===== src/rtl/window_pkg.sv =====
// Shared constants and helpers for the 5x5 sliding-window generator.
package window_pkg;

  localparam int WIN_DIM       = 5;
  localparam int WIN_ELEMS     = WIN_DIM * WIN_DIM;
  localparam int NUM_LINE_BUFS = WIN_DIM - 1;
  localparam int DEFAULT_DSIZE = 8;

  // Flat element index of window position (r, c); r=0 is the oldest line.
  function automatic int elem_idx(input int r, input int c);
    return r * WIN_DIM + c;
  endfunction

endpackage


===== src/rtl/win_line_buf.sv =====
// One line of pixel delay: read-before-write memory addressed by the column.
module win_line_buf
  import window_pkg::*;
#(
  parameter int DSIZE = DEFAULT_DSIZE,
  parameter int DEPTH = 32
) (
  input  logic                     clock,
  input  logic                     i_en,
  input  logic [$clog2(DEPTH)-1:0] i_addr,
  input  logic [DSIZE-1:0]         i_wr_data,
  output logic [DSIZE-1:0]         o_rd_data
);

  logic [DSIZE-1:0] r_mem [DEPTH];

  // Old contents at the address are visible combinationally, so the read
  // returns the pixel written one line earlier before this edge overwrites it.
  assign o_rd_data = r_mem[i_addr];

  // Store the incoming pixel on every accepted cycle.
  // NOTE: the memory has no reset; stale lines are harmless because the
  // window is only flagged valid once four fresh lines have been written.
  always_ff @(posedge clock) begin
    if (i_en) begin
      r_mem[i_addr] <= i_wr_data;
    end
  end

endmodule


===== src/rtl/window_5x5_gen.sv =====
// 5x5 sliding-window generator: four cascaded line buffers feed a 5x5
// shift register; a window is flagged once the pixel position is >= (4,4).
module window_5x5_gen
  import window_pkg::*;
#(
  parameter int DSIZE = DEFAULT_DSIZE,
  parameter int IMG_W = 32,
  parameter int IMG_H = 32
) (
  input  logic                         clock,
  input  logic                         reset,
  input  logic                         in_valid,
  input  logic                         in_sof,
  input  logic [DSIZE-1:0]             in_data,
  output logic                         out_valid,
  output logic [WIN_ELEMS*DSIZE-1:0]   win,
  output logic                         out_last
);

  localparam int COL_W = $clog2(IMG_W);
  localparam int ROW_W = $clog2(IMG_H);

  localparam logic [COL_W-1:0] COL_LAST = COL_W'(IMG_W - 1);
  localparam logic [ROW_W-1:0] ROW_LAST = ROW_W'(IMG_H - 1);
  localparam logic [COL_W-1:0] COL_MIN  = COL_W'(WIN_DIM - 1);
  localparam logic [ROW_W-1:0] ROW_MIN  = ROW_W'(WIN_DIM - 1);

  logic [COL_W-1:0] r_col;
  logic [ROW_W-1:0] r_row;
  logic [COL_W-1:0] w_col;
  logic [ROW_W-1:0] w_row;
  logic [COL_W-1:0] w_col_next;
  logic [ROW_W-1:0] w_row_next;
  logic             w_accept;

  logic [DSIZE-1:0] w_lb_wr  [NUM_LINE_BUFS];
  logic [DSIZE-1:0] w_lb_rd  [NUM_LINE_BUFS];
  logic [DSIZE-1:0] w_new_col[WIN_DIM];
  logic [DSIZE-1:0] r_win    [WIN_DIM][WIN_DIM];

  logic r_out_valid;
  logic r_out_last;

  // Line buffers must not advance while reset is asserted.
  assign w_accept = in_valid & ~reset;

  // Position of the current pixel: start-of-frame forces (0,0); also the
  // position the counters advance to for the following pixel.
  // NOTE: every combinational output gets a value on all paths, so no latch.
  always_comb begin
    w_col      = in_sof ? '0 : r_col;
    w_row      = in_sof ? '0 : r_row;
    w_col_next = w_col + 1'b1;
    w_row_next = w_row;
    if (w_col == COL_LAST) begin
      w_col_next = '0;
      w_row_next = (w_row == ROW_LAST) ? '0 : w_row + 1'b1;
    end
  end

  // Cascade wiring and the new right-hand column (top row = oldest line).
  always_comb begin
    w_lb_wr[0] = in_data;
    for (int i = 1; i < NUM_LINE_BUFS; i++) begin
      w_lb_wr[i] = w_lb_rd[i-1];
    end
    for (int r = 0; r < NUM_LINE_BUFS; r++) begin
      w_new_col[r] = w_lb_rd[NUM_LINE_BUFS-1-r];
    end
    w_new_col[WIN_DIM-1] = in_data;
  end

  for (genvar g = 0; g < NUM_LINE_BUFS; g++) begin : g_lb
    win_line_buf #(
      .DSIZE(DSIZE),
      .DEPTH(IMG_W)
    ) u_lb (
      .clock    (clock),
      .i_en     (w_accept),
      .i_addr   (w_col),
      .i_wr_data(w_lb_wr[g]),
      .o_rd_data(w_lb_rd[g])
    );
  end

  // Counters, window shift and output flags, all advanced per accepted pixel.
  // NOTE: sequential state uses non-blocking assignments so every register
  // samples pre-edge values regardless of statement order.
  always_ff @(posedge clock) begin
    if (reset) begin
      r_col       <= '0;
      r_row       <= '0;
      r_out_valid <= 1'b0;
      r_out_last  <= 1'b0;
      for (int r = 0; r < WIN_DIM; r++) begin
        for (int c = 0; c < WIN_DIM; c++) begin
          r_win[r][c] <= '0;
        end
      end
    end else if (in_valid) begin
      r_col       <= w_col_next;
      r_row       <= w_row_next;
      r_out_valid <= (w_row >= ROW_MIN) && (w_col >= COL_MIN);
      r_out_last  <= (w_row == ROW_LAST) && (w_col == COL_LAST);
      for (int r = 0; r < WIN_DIM; r++) begin
        for (int c = 0; c < WIN_DIM - 1; c++) begin
          r_win[r][c] <= r_win[r][c+1];
        end
        r_win[r][WIN_DIM-1] <= w_new_col[r];
      end
    end else begin
      r_out_valid <= 1'b0;
      r_out_last  <= 1'b0;
    end
  end

  // Flatten the window: element k = 5r+c at win[k*DSIZE +: DSIZE].
  always_comb begin
    win = '0;
    for (int r = 0; r < WIN_DIM; r++) begin
      for (int c = 0; c < WIN_DIM; c++) begin
        win[elem_idx(r, c)*DSIZE +: DSIZE] = r_win[r][c];
      end
    end
  end

  assign out_valid = r_out_valid;
  assign out_last  = r_out_last;

endmodule


===== config.mk =====
export PLATFORM = sky130hd
export DESIGN_NAME = window_5x5_gen
export DESIGN_NICKNAME = d
export VERILOG_FILES = /design/src/rtl/window_pkg.sv /design/src/rtl/win_line_buf.sv /design/src/rtl/window_5x5_gen.sv
export SDC_FILE = /design/constraint.sdc
export NUM_CORES = 1
export LEC_CHECK = 0
export BUFFER_PORTS_ARGS = -buffer_cell sky130_fd_sc_hd__buf_2
export CORE_ASPECT_RATIO = 1.5
export CORE_UTILIZATION = 40
export DETAILED_ROUTE_END_ITERATION = 10
export GPL_TIMING_DRIVEN = 1
export MAX_ROUTING_LAYER = met4
export PLACE_DENSITY_LB_ADDON = 0.2
export SLEW_MARGIN = 20
export SYNTH_ARGS = -nofsm -noshare
export SYNTH_HDL_FRONTEND = slang
export SYNTH_SLANG_ARGS = --single-unit

===== constraint.sdc =====
create_clock -name clock -period 5.6 [get_ports clock]
set_input_delay 0 -clock clock [delete_from_list [all_inputs] [get_ports clock]]
set_output_delay 0 -clock clock [all_outputs]
set_load 0.005 [all_outputs]

Word level (Yosys, flattened, before mapping) --
Memories as Yosys holds them, arrays and structs flattened. Cells that the tools add are included.
Storage, ports and cells: flip-flop bits (word level) 12, RAM bits 1224, input port bits 12, output and inout bits 202, logic and storage cells 83, memories kept 5
Memories:
- g_lb[0].u_lb.r_mem | depth 32, width 8, rd ports 1, clocked after Yosys merged registers in 0, wr ports 1, line win_line_buf.sv:15 | logic [DSIZE-1:0] r_mem [DEPTH];
- g_lb[1].u_lb.r_mem | depth 32, width 8, rd ports 1, clocked after Yosys merged registers in 0, wr ports 1, line win_line_buf.sv:15
- g_lb[2].u_lb.r_mem | depth 32, width 8, rd ports 1, clocked after Yosys merged registers in 0, wr ports 1, line win_line_buf.sv:15
- g_lb[3].u_lb.r_mem | depth 32, width 8, rd ports 1, clocked after Yosys merged registers in 0, wr ports 1, line win_line_buf.sv:15
- r_win | depth 5, width 40, rd ports 5, clocked after Yosys merged registers in 0, wr ports 5, line window_5x5_gen.sv:39 | logic [DSIZE-1:0] r_win [WIN_DIM][WIN_DIM];
Cells by class: add/sub/neg operators 2, magnitude comparators 2, equal/unequal tests 2, muxes and demuxes 37, bitwise logic cells 28, reductions and logical operators 3
Operator list (number):
- $mux 8 | 25
- $mux 5 | 5
- $or 1x1->1 | 25
- $add 5x1->5 const B | 2
- $eq 5x5->1 const B | 2
- $ge 5x3->1 const B | 2
- $mux 1 | 7
- $logic_and 1x1->1 | 2
- $not 1->1 | 2
- $reduce_or 2->1 | 1
- $and 1x1->1 | 1

Depth between registers and ports, before layout --
depth after elaboration 4, gate-level depth with buffers 14, gate-level depth less buffers 8

By module --
Synthesis repeated with hierarchy kept, for this count alone.
Unflattened totals: cell total of the unflattened synthesis 2798, area, all modules 48285.1 µm²
By module, submodules not included:
- win_line_buf (g_lb[1].u_lb ...) | instances 3, cells an instance 568, area each 10045.9 µm², sequential area each 7687.4 µm²
- win_line_buf (g_lb[0].u_lb) | instances 1, cells an instance 568, area each 10040.9 µm², sequential area each 7687.4 µm²
- window_5x5_gen | instances 1, cells an instance 526, area each 8106.5 µm², sequential area each 6246.0 µm²

Worst setup path after synthesis --
OpenSTA, ideal clock, no wires.
path kind input port to flip-flop, start point input port in_valid, end point memory r_win[0][0] in the netlist's numbering, enable pin, library setup time 0.552 ns, arrival time 4.258 ns, required time 5.048 ns, setup slack 0.790 ns, stages 3, path buffers 1, cell sequence clkbuf_1 nor2_1 inv_1
RTL lines:
- start, declared | line window_5x5_gen.sv:12 | input logic in_valid,
- end, declared | line window_5x5_gen.sv:39

Worst setup path in the final report --
start point register r_col[0], end point memory g_lb[1].u_lb.r_mem[1][3] in the netlist's numbering, enable pin
On the way: word-level cells in the longest chain between the ends 1
Ends and longest elaborated chain:
- start, declared | line window_5x5_gen.sv:28 | logic [COL_W-1:0] r_col;
- start signal, assigned | line window_5x5_gen.sv:101 | r_col <= w_col_next;
- $mux 5 | line window_5x5_gen.sv:51 | w_col = in_sof ? '0 : r_col;
- end, declared | line win_line_buf.sv:15
No other way between the ends.

==> results.json <==
{
  "final-max-slew-violation-count": 0,
  "path_cells": "nor2b_4 > inv_2 > or3_1 > nor2_4 > buf_4",
  "htreeDepth": 3,
  "ios": 214,
  "power_mw": 19.82,
  "drt_iter0_drc": 3108,
  "cp.required_ps": 6020,
  "fin_cells": 4795,
  "cts_buffers": 111,
  "core_region_area_mm2": 0.1208,
  "hold_violations": 0,
  "skew_ps": 37.33,
  "die-height_um": 429.7,
  "yosys_warnings": 0,
  "grt_pass1_wl_um": 207300,
  "rsz0062_at_grt": "no",
  "antennaDiodeCount": 0,
  "hold_slack_ps": 162.2,
  "fillCellCount": 10290,
  "synthArstFlopShare": 0,
  "worst_path_max_delay_cell": "nor2b_4",
  "grt_max_degree": 146,
  "fin_setup_tns_ps": 0,
  "path_max_fanout": 33,
  "cts.sinks": 1236,
  "worstMarginPinSlew_ps": 1084,
  "seq_area_frac_synth": 0.7583,
  "status": "complete, no violations",
  "dieArea_mm2": 0.1234,
  "synth-main-ff-cell": "edfxtp_1",
  "hold_class": "primary input to flop",
  "critPathTopFamily": "simple AND/OR/NAND/NOR gates",
  "antenna_found_initial": 1,
  "startpoint_type": "flop",
  "drive_above_1_share": 0.1950,
  "ys_ff_latch": 1236,
  "seq_area_mm2": 0.03700,
  "grt_pass1_vias": 28140,
  "cts_tree": "yes",
  "hpwlAfterDp_um": 86370,
  "netlist_instances": 2884,
  "netlist_area_mm2": 0.04879,
  "clock_path_buffers": 3,
  "vias_per_cell": 5.920,
  "synth_area_per_cell_um2": 16.92,
  "period_minus_slack_ps": 4270,
  "critPathCaptureType": "flop",
  "syn_nets": 2901,
  "synth_top_area_frac": 0.7533,
  "multiInputGateArea_mm2": 0.01083,
  "peakVddDrop_mv": 0.2630,
  "r2r_slack_ps": 1330,
  "first_pass_iters": 6,
  "cts_root_buf": "clkbuf_16",
  "synth_cell_types": 72,
  "synth_enable_flop_cells": 1224,
  "yosysMostFrequentCell": "edfxtp_1",
  "setup_viol": 0,
  "cp_num_buf_inv": 2,
  "wl_per_cell_um": 30.53,
  "dieWidth_um": 287.2,
  "clock_latency_ps": 740,
  "gp_congestion": 0.8618,
  "numPortBuffers": 213,
  "yosysTopAreaCell": "edfxtp_1",
  "dp_cells": 4575,
  "post_cts_buffers": 0,
  "start_util": 0.4038,
  "ant_nets": 0,
  "critPathKind": "flop to flop",
  "slew_headroom": 0.2758,
  "fin_crit_sh": 0.7625,
  "num_rows": 156,
  "track_usage": 0.2421,
  "power-per-cell-area_mw_per_mm2": 354.2,
  "drt_wl_total_um": 146400,
  "gr-total-overflow": 0,
  "p_leak_nw": 18.44,
  "path_clk_slew_ps": 70,
  "cp.arrival_ps": 4690,
  "ctsResizeCount": 0,
  "fin_nets": 3136,
  "syn_to_final_growth_pct": 14.72,
  "via_count": 28390,
  "drc": 0,
  "synth_common_cells": "edfxtp_1 (1224), mux2i_1 (206), and2_1 (180)",
  "maxCapViolations": 0,
  "synth_area_leaders": "edfxtp_1 (75%), mux2i_1 (4.2%), and2_1 (2.3%), a221oi_1 (1.8%), a21oi_1 (1.5%)",
  "max_stage_delay_ps": 940,
  "max_freq_mhz": 234.2
}
[layout by cell type (no fill, tap or decap), types with 11 or more instances in the layout]
master,Yosys,final
a211o_1,17,17
a211oi_1,61,61
a21oi_1,145,145
a221o_1,22,22
a221oi_1,103,103
a22oi_1,89,89
a31oi_1,15,15
a32oi_1,14,14
and2_1,180,180
buf_2,98,212
buf_4,39,100
bufinv_16,0,24
clkbuf_16,0,115
clkinv_1,0,22
clkinv_2,0,20
clkinvlp_4,0,11
dlygate4sd3_1,0,11
edfxtp_1,1224,1224
inv_1,12,11
mux2_2,45,45
mux2i_1,206,206
mux4_2,20,20
nand2_1,91,91
nand2b_1,24,23
nand3_1,37,33
nand3b_1,22,22
nor2_1,59,26
nor2_4,0,33
nor2b_1,33,33
o211ai_1,22,22
o21ai_0,55,55
o221ai_1,42,42
[per-stage QoR]
stage               area, um2  setup WS [ps]    util
floorplan               48790          790.0       -
global placement        51860           1380  0.4292
detailed placement      51860           1276  0.4292
CTS                     55950           1269  0.4631
global route            55970           1209  0.4633
finish                  55970           1330  0.4633
[cell type report]
class / count / share of cell area
repair buffers: 333 / 0.03775
multi-input cells: 1422 / 0.1934
flip-flops and latches: 1236 / 0.6611
inverters: 15 / 0.001229
clock inverters: 85 / 0.01913
well taps: 1580 / 0.03532
clock buffers: 124 / 0.05202
[power breakdown]
group | leakage (nW) | internal, mW | switching, mW | total (mW)
registers | 11.5 | 10.4 | 0.0687 | 10.5
logic | 5.02 | 0.321 | 0.714 | 1.04
clock network | 1.92 | 4.85 | 3.48 | 8.34
[cells by family (layout without fill, tap and decap cells)]
logic type / count (synthesis) / count (layout) / synth area share
flops: 1236 / 1236 / 0.7583
fa+ha+maj: 5 / 5 / 0.001282
buf+inv: 226 / 557 / 0.02600
simple gates: 504 / 504 / 0.05783
compound gates: 642 / 642 / 0.09476
mux: 271 / 271 / 0.06188
[final timing paths]
check,to,depth (start not counted),from
worst min-delay path,r_win[3][3],5,in_sof
worst max register to register,g_lb[1].u_lb.r_mem[1][3],5,r_col[0]
worst max-delay path,g_lb[1].u_lb.r_mem[1][3],5,r_col[0]
worst min register to register,r_row[2],2,r_row[2]
[worst min-delay path, stage by stage]
cell and delay, ps:
buf_6 230, nand2_1 130, o221ai_1 110, nand3_1 130, a21oi_1 80
[registers in the layout, summed over array words and instances, names as in the netlist]
| register | cells |
|---|---|
| g_lb.u_lb.r_mem | 1024 |
| r_win | 200 |
| r_col | 5 |
| r_row | 5 |
| out_last | 1 |
| out_valid | 1 |
[metal layers]
| layer | part of all wire | wire, um | global-route usage | vias up |
|---|---|---|---|---|
| met5 | 0 | 0 | - | - |
| met4 | 0.044 | 6427 | 0.1002 | 0 |
| met3 | 0.065 | 9451 | 0.03240 | 317 |
| met2 | 0.51 | 75210 | 0.4131 | 1351 |
| met1 | 0.38 | 55290 | 0.2868 | 14690 |
| li1 | - | - | - | 12030 |
[repair_timing]
action | CTS | global route
hold buffers | 11 | 0
endpoints found under the setup margin | 0 | 0
hold endpoints to repair | 270 | 0
Note: power is estimated with default switching activity, not from simulation.
